[src/rtl/intr_predecode_if.sv]
// Bundle between the interrupt predecoder and the surrounding core: request inputs,
// acknowledges from the control FSM, and the registered predecode outputs.
interface intr_predecode_if;
    logic       RDY;
    logic       nmiIn;
    logic       irqIn;
    logic [7:0] statusReg;
    logic [7:0] dataBus;
    logic       T1now;
    logic       rstHandled;
    logic       nmiHandled;
    logic       irqHandled;
    logic       rstReq;
    logic       nmi;
    logic       irq;
    logic [7:0] opcode;
    logic       loadOpcode;
    logic       intTaken;

    modport master (
        output RDY, nmiIn, irqIn, statusReg, dataBus, T1now,
               rstHandled, nmiHandled, irqHandled,
        input  rstReq, nmi, irq, opcode, loadOpcode, intTaken
    );

    modport slave (
        input  RDY, nmiIn, irqIn, statusReg, dataBus, T1now,
               rstHandled, nmiHandled, irqHandled,
        output rstReq, nmi, irq, opcode, loadOpcode, intTaken
    );
endinterface

[src/rtl/intr_predecode.sv]
// Interrupt request conditioning and opcode predecode register: latches pending
// reset/NMI/IRQ and substitutes BRK_OPCODE on the fetch that takes an interrupt.
module intr_predecode #(
    parameter logic [7:0] BRK_OPCODE = 8'h00,
    parameter int         I_BIT      = 2
) (
    input  logic           phi1,
    input  logic           rst,
    intr_predecode_if.slave bus
);

    logic       rstReqQ;
    logic       nmiQ;
    logic       irqQ;
    logic       nmiPrev;
    logic [7:0] opcodeQ;
    logic       intTakenQ;
    logic       loadOpcodeQ;

    logic       nmiEdge;
    logic       loadNow;
    logic       inject;
    logic       irqMasked;

    assign nmiEdge   = bus.nmiIn & ~nmiPrev;
    assign loadNow   = bus.T1now & bus.RDY;
    // Decided from the registered requests, so a request arriving this cycle waits for the next fetch.
    assign inject    = rstReqQ | nmiQ | irqQ;
    assign irqMasked = bus.statusReg[I_BIT];

    // NOTE: every register here uses non-blocking assignment so all state samples
    // the pre-edge values together; blocking would leak new values into later lines.
    always_ff @(posedge phi1) begin
        if (rst) begin
            rstReqQ     <= 1'b1;
            nmiQ        <= 1'b0;
            irqQ        <= 1'b0;
            nmiPrev     <= 1'b0;
            opcodeQ     <= BRK_OPCODE;
            intTakenQ   <= 1'b1;
            loadOpcodeQ <= 1'b0;
        end else if (bus.RDY) begin
            if (bus.rstHandled)
                rstReqQ <= 1'b0;

            nmiPrev <= bus.nmiIn;
            if (nmiEdge)
                nmiQ <= 1'b1;
            else if (bus.nmiHandled)
                nmiQ <= 1'b0;

            irqQ <= bus.irqHandled ? 1'b0 : (bus.irqIn & ~irqMasked);

            loadOpcodeQ <= loadNow;
            if (loadNow) begin
                opcodeQ   <= inject ? BRK_OPCODE : bus.dataBus;
                intTakenQ <= inject;
            end
        end else begin
            // Stalled: everything holds and acknowledges are ignored.
            loadOpcodeQ <= 1'b0;
        end
    end

    assign bus.rstReq     = rstReqQ;
    assign bus.nmi        = nmiQ;
    assign bus.irq        = irqQ;
    assign bus.opcode     = opcodeQ;
    assign bus.intTaken   = intTakenQ;
    assign bus.loadOpcode = loadOpcodeQ;

endmodule

[src/flat_wrapper.sv]
// flat-port wrapper written by rule: the top's interface ports become plain ports
module intr_predecode_flat 
#(
    parameter logic [7:0] BRK_OPCODE = 8'h00,
    parameter int         I_BIT      = 2
)
  (phi1, rst, bus_RDY, bus_nmiIn, bus_irqIn, bus_statusReg, bus_dataBus, bus_T1now, bus_rstHandled, bus_nmiHandled, bus_irqHandled, bus_rstReq, bus_nmi, bus_irq, bus_opcode, bus_loadOpcode, bus_intTaken);
  intr_predecode_if bus_i ();
  input  logic phi1;
  input  logic rst;
  input wire logic [$bits(bus_i.RDY)-1:0] bus_RDY;
  input wire logic [$bits(bus_i.nmiIn)-1:0] bus_nmiIn;
  input wire logic [$bits(bus_i.irqIn)-1:0] bus_irqIn;
  input wire logic [$bits(bus_i.statusReg)-1:0] bus_statusReg;
  input wire logic [$bits(bus_i.dataBus)-1:0] bus_dataBus;
  input wire logic [$bits(bus_i.T1now)-1:0] bus_T1now;
  input wire logic [$bits(bus_i.rstHandled)-1:0] bus_rstHandled;
  input wire logic [$bits(bus_i.nmiHandled)-1:0] bus_nmiHandled;
  input wire logic [$bits(bus_i.irqHandled)-1:0] bus_irqHandled;
  output wire logic [$bits(bus_i.rstReq)-1:0] bus_rstReq;
  output wire logic [$bits(bus_i.nmi)-1:0] bus_nmi;
  output wire logic [$bits(bus_i.irq)-1:0] bus_irq;
  output wire logic [$bits(bus_i.opcode)-1:0] bus_opcode;
  output wire logic [$bits(bus_i.loadOpcode)-1:0] bus_loadOpcode;
  output wire logic [$bits(bus_i.intTaken)-1:0] bus_intTaken;
  assign bus_i.RDY = bus_RDY;
  assign bus_i.nmiIn = bus_nmiIn;
  assign bus_i.irqIn = bus_irqIn;
  assign bus_i.statusReg = bus_statusReg;
  assign bus_i.dataBus = bus_dataBus;
  assign bus_i.T1now = bus_T1now;
  assign bus_i.rstHandled = bus_rstHandled;
  assign bus_i.nmiHandled = bus_nmiHandled;
  assign bus_i.irqHandled = bus_irqHandled;
  assign bus_rstReq = bus_i.rstReq;
  assign bus_nmi = bus_i.nmi;
  assign bus_irq = bus_i.irq;
  assign bus_opcode = bus_i.opcode;
  assign bus_loadOpcode = bus_i.loadOpcode;
  assign bus_intTaken = bus_i.intTaken;
  intr_predecode #(.BRK_OPCODE(BRK_OPCODE), .I_BIT(I_BIT)) u_core (.phi1(phi1), .rst(rst), .bus(bus_i));
endmodule
[config.mk]
export PLATFORM = sky130hd
export DESIGN_NAME = intr_predecode_flat
export DESIGN_NICKNAME = d
export VERILOG_FILES = /design/src/rtl/intr_predecode_if.sv /design/src/rtl/intr_predecode.sv /design/src/flat_wrapper.sv
export SDC_FILE = /design/constraint.sdc
export NUM_CORES = 1
export LEC_CHECK = 0
export CORE_AREA = 2 2 39 41
export CTS_CLUSTER_SIZE = 20
export DETAILED_ROUTE_END_ITERATION = 16
export DIE_AREA = 0 0 41 43
export DONT_BUFFER_PORTS = 1
export GPL_ROUTABILITY_DRIVEN = 0
export PLACE_DENSITY_LB_ADDON = 0.3
export SLEW_MARGIN = 10
export SYNTH_ARGS = -nofsm -noshare
export SYNTH_HDL_FRONTEND = slang
export SYNTH_SLANG_ARGS = --single-unit
[constraint.sdc]
create_clock -name phi1 -period 1.2 [get_ports phi1]
set_input_delay 0.3 -clock phi1 [delete_from_list [all_inputs] [get_ports phi1]]
set_output_delay 0.3 -clock phi1 [all_outputs]
set_load 0.01 [all_outputs]
Word level (Yosys, flattened, before mapping):

Cells that the tools add are included.

* register bits: 14
* bits of input ports: 25
* output and inout port bits: 13

* muxes and demuxes: 4
* bitwise logic cells: 8
* reductions and logical operators: 5

Operators with widths (number)
* $mux W8: 1
* $reduce_and A2 Y1: 3
* $and A1 B1 Y1: 3
* $mux W1: 3
* $not A1 Y1: 3
* $or A1 B1 Y1: 2
* $reduce_bool A2 Y1: 1
* $reduce_or A2 Y1: 1

Logic depth before layout (Yosys ltp):

* depth in word-level cells: 4
* mapped depth: 4
* mapped depth without buffers: 2

Least setup slack after synthesis:

No wires, ideal clock.

* kind: reg2reg
* start: reg u_core.rstReqQ, in the netlist u_core.bus.rstReq
* end: reg u_core.intTakenQ, in the netlist u_core.bus.intTaken
* setup time: 0.120 ns
* arrival: 1.064 ns
* data required time: 1.080 ns
* setup slack: 0.016 ns
* cell stages (with the launch flop): 4
* clock period less this slack: 1.184 ns
* path through: dfxtp_1 -> o311a_1 -> buf_6 -> a211o_1

* cells in the longest elaborated chain, start to end: 2

RTL lines
* start: declaration: line intr_predecode.sv:12 `logic rstReqQ;`
* start signal: assignment: line intr_predecode.sv:35 `rstReqQ <= 1'b1;`
* start signal: assignment: line intr_predecode.sv:44 `rstReqQ <= 1'b0;`
* $or A1 B1 Y1 (2 in a row): line intr_predecode.sv:28 `assign inject = rstReqQ | nmiQ | irqQ;`
* end signal: assignment: line intr_predecode.sv:57 `intTakenQ <= inject;`
* end: declaration: line intr_predecode.sv:17 `logic intTakenQ;`

Every way passes these cells.
A chain may end at the register's enable or synchronous reset.

Worst setup path in the final report:

* start: reg u_core.rstReqQ, in the netlist u_core.bus.rstReq
* end: reg u_core.opcodeQ[5], in the netlist u_core.bus.opcode[5]

* cells in the longest elaborated chain, start to end: 3

RTL lines
* $or A1 B1 Y1 (2 in a row): line intr_predecode.sv:28
* $mux W8: line intr_predecode.sv:56 `opcodeQ <= inject ? BRK_OPCODE : bus.dataBus;`
* end signal: assignment: line intr_predecode.sv:56
* end: declaration: line intr_predecode.sv:16 `logic [7:0] opcodeQ;`

Every way passes these cells.

==> results.py <==
metrics = {
    "yosys": {
        "synth_common_cells": "dfxtp_1, a21bo_2, nand3_1",
        "syn_avg_cell_area_sq_um": 10.4,
        "synthDominantCellAreaShare_pct": 46.4,
        "synth.yosys.seq_area_share_pct": 46.4,
        "synth_warnings": 0,
        "post-synth-top-area-cell": "dfxtp_1",
        "cells_taking_the_most_area_after_synthesis": "dfxtp_1, a21bo_2, a211oi_1, nand3_1, buf_6",
        "synthCells": 58,
        "synth_most_common_cell": "dfxtp_1",
        "synth_async_sr_flop_share_pct": 0,
        "yosys_most_used_dff": "dfxtp_1",
        "synth_nets": 83,
        "synth_cell_type_count": 18,
        "post_synthesis_instance_area_sq_um": 604,
        "yosys_register_bits": 14,
        "synth_enable_flop_cells": 0,
    },
    "min_path": {
        "timing.hold.worst.class": "primary input to flop",
    },
    "timing": {
        "rsz0062_at_grt": "no",
        "max_clock_skew_ns": 0.00374,
        "finalHoldViolCount": 0,
        "report.final.setup_viol": 0,
        "period_share_pct": 93.7,
        "timing.final.crit_period_ns": 1.12,
        "relSlewSlack_pct": 87.4,
        "final.setup.tns_ns": 0,
        "worst_hold_slack_ns": 0.0911,
        "report.final.slew_viol_count": 0,
        "fmax_ghz": 0.890,
        "worstMarginPinSlew_ns": 0.188,
    },
    "routing": {
        "post_route_drc_violation_count": 0,
        "wl_met2_microns": 514,
        "met1_length_microns": 543,
        "drt_first_iter_violations": 4,
        "detailroute.via_count": 429,
        "drt_wl_total_microns": 1160,
        "wl_met3_microns": 92,
        "detail_route.first_pass.iterations": 2,
        "detail-route-antenna-nets": 0,
        "drt-vias-per-instance": 5.64,
        "wl_per_cell_microns": 15.3,
        "highest_metal_layer_with_signal_wires": "met4",
    },
    "cts": {
        "tritoncts.num_buffers": 3,
        "cts_tree": "yes",
        "tritoncts_num_sinks": 14,
        "clkTransAtPathRegs_ns": 0.08,
        "clock_tree.htree_level_count": 1,
        "worst_skew_late_latency_ns": 0.27,
        "clockRootBuffer": "clkbuf_4",
        "clock_path_buffers": 2,
    },
    "power_and_ir_drop": {
        "share_seq_of_total_power_pct": 61.5,
        "power.net_switching_uw": 173,
        "leakage_nw": 0.237,
        "internal_power_uw": 646,
        "vdd.ir_drop.worst_mv": 0.664,
        "power_density_over_the_cells_nw_per_um2": 1250,
        "share_comb_of_total_power_pct": 8.6,
        "swShare_pct": 21.1,
        "post-layout-total-power_uw": 819,
        "clockPowerShare_pct": 30.0,
    },
    "critical_path": {
        "critical_path.reg2reg.endpoint": "u_core.bus.opcode[5]$_SDFFE_PP0P_",
        "critPathTopFamily": "compound AO/OA/AOI/OAI gates",
        "worstSetupEndpoint": "u_core.bus.opcode[5]$_SDFFE_PP0P_",
        "critical_path.endpoint_type": "flop",
        "crit_buf_inv": 1,
        "worst_ep_required_time_ns": 1.38,
        "arrival_ns": 1.31,
        "worst-r2r-setup-slack_ns": 0.08,
        "worst_setup_path_start_kind": "flop",
        "r2r_start": "u_core.bus.rstReq$_SDFFE_PP1P_",
        "startpoint": "u_core.bus.rstReq$_SDFFE_PP1P_",
        "critical_path_depth": 3,
        "cells_traversed_along_the_worst_timing_path": "o311a_1 > buf_4 > a211oi_1",
        "critical_path.max_stage_delay_ns": 0.38,
        "timing_worst_setup_path_type": "flop to flop",
        "slowest_stage": "o311a_1",
        "crit_path_max_fanout": 5,
        "rr_worst_depth": 3,
    },
    "global_routing": {
        "grt_residual_overflow": 0,
        "largest_net_degree_at_the_start_of_global_routing": 25,
        "number_of_antenna_violations_at_the_first_check_in_global_routing": 0,
        "groute.usage.overall_pct": 15.3,
        "grt_pass1_wl_microns": 1790,
        "grt_pass1_vias": 435,
    },
    "cells_and_area": {
        "fillerInstances": 133,
        "finish.utilization_pct": 47.2,
        "nNetsFinal": 87,
        "syn2layout_area_growth_pct": 8.07,
        "post_route_cells_drive_above_1_share_pct": 35.0,
        "diodes": 0,
    },
    "die": {
        "placementRows": 14,
        "die_height_microns": 43,
        "dieWidth_microns": 41,
        "effective_utilization_at_floorplan_pct": 43.7,
        "design.portCount": 38,
        "core_area_sq_um": 1380,
        "die_outline_area_sq_um": 1760,
    },
    "run": {
        "max-cap-violations": 0,
    },
    "place": {
        "hpwl_microns": 803,
        "io_buffers": 0,
    },
    "run_status": {
        "run_status": "completed",
    },
}
-- sequential cells by signal (all words and copies together), names as in the netlist --
name,count
u_core.bus.intTaken,1
u_core.bus.irq,1
u_core.bus.loadOpcode,1
u_core.bus.opcode,8
u_core.bus.rstReq,1
u_core.nmiPrev,1
u_core.bus.nmi,1
-- cell usage in the layout, fill, tap and decap left out --
cell and instances:
dfxtp_1 14, a21bo_2 9, nand3_1 8, a211oi_1 5, buf_4 5, a211oi_2 3
clkbuf_4 3, nor2_1 2, a21oi_1 2, nand2_1 2, o311a_1 1, mux2i_1 1
nand2b_1 1, nand4bb_1 1, nand3b_1 1, a21o_2 1, a211o_1 1
-- worst min path at each step --
stage                     cells after the start                                 to  startpoint
after floorplan                               1  u_core.bus.opcode[4]$_SDFFE_PP0P_         rst
after detailed placement                      1        u_core.bus.nmi$_SDFFE_PP0P_         rst
after global routing                          1  u_core.bus.opcode[6]$_SDFFE_PP0P_         rst
after global placement                        1        u_core.bus.nmi$_SDFFE_PP0P_         rst
final                                         1        u_core.bus.nmi$_SDFFE_PP0P_         rst
after CTS                                     1        u_core.bus.nmi$_SDFFE_PP0P_         rst
-- kinds of logic (layout without fill, tap and decap cells) --
group | after synthesis | after routing | share of synthesized area [%]
DFF | 14 | 14 | 46.4
AOI/OAI and AO/OA | 22 | 22 | 31.9
muxes | 1 | 1 | 1.66
buffers and inverters | 6 | 8 | 6.83
and+or+nand+nor | 15 | 15 | 13.3
-- worst register-to-register path, stage by stage (launching register included) --
cell      delay, ns
dfxtp_1        0.32
o311a_1        0.38
buf_4          0.17
a211oi_1       0.17
-- repair_timing --
item	in CTS	in global routing
hold buffers	0	0
resized for setup	0	2
buffers inserted	0	0
setup endpoints to repair	0	2
-- stage by stage --
step / setup WS (ns) / instances / instance area [sq um]
finish: 0.0762 / 76 / 653
global route: 0.00675 / 76 / 653
CTS: 0.0667 / 76 / 643
detailed placement: 0.0759 / 73 / 621
global placement: 0.119 / 73 / 621
floorplan: 0.0161 / 58 / 604
-- area by class of cell --
class / instances / area [sq um] / share of cell area (%)
clock buffer: 3 / 22.5 / 3.45
multi-input combinational: 38 / 293 / 44.8
sequential: 14 / 280 / 42.9
tap: 16 / 20.0 / 3.07
timing repair buffer: 5 / 37.5 / 5.75
-- metal layers --
| layer | vias up | global-route usage [%] |
|---|---|---|
| met1 | 189 | 18.0 |
| met4 | 0 | 10.0 |
| met5 | - | 0 |
| li1 | 219 | - |
| met3 | 2 | 5.24 |
| met2 | 19 | 22.5 |
-- power by group through the flow --
stage / Combinational, mW / Sequential [mW] / Clock, mW
global route: 0.0776 / 0.507 / 0.275
detailed placement: 0.0679 / 0.515 / 0
CTS: 0.0683 / 0.504 / 0.260
finish: 0.0701 / 0.503 / 0.245
global placement: 0.0669 / 0.514 / 0
floorplan: 0.0737 / 0.515 / 0
Power figures use the tool's default switching activity.
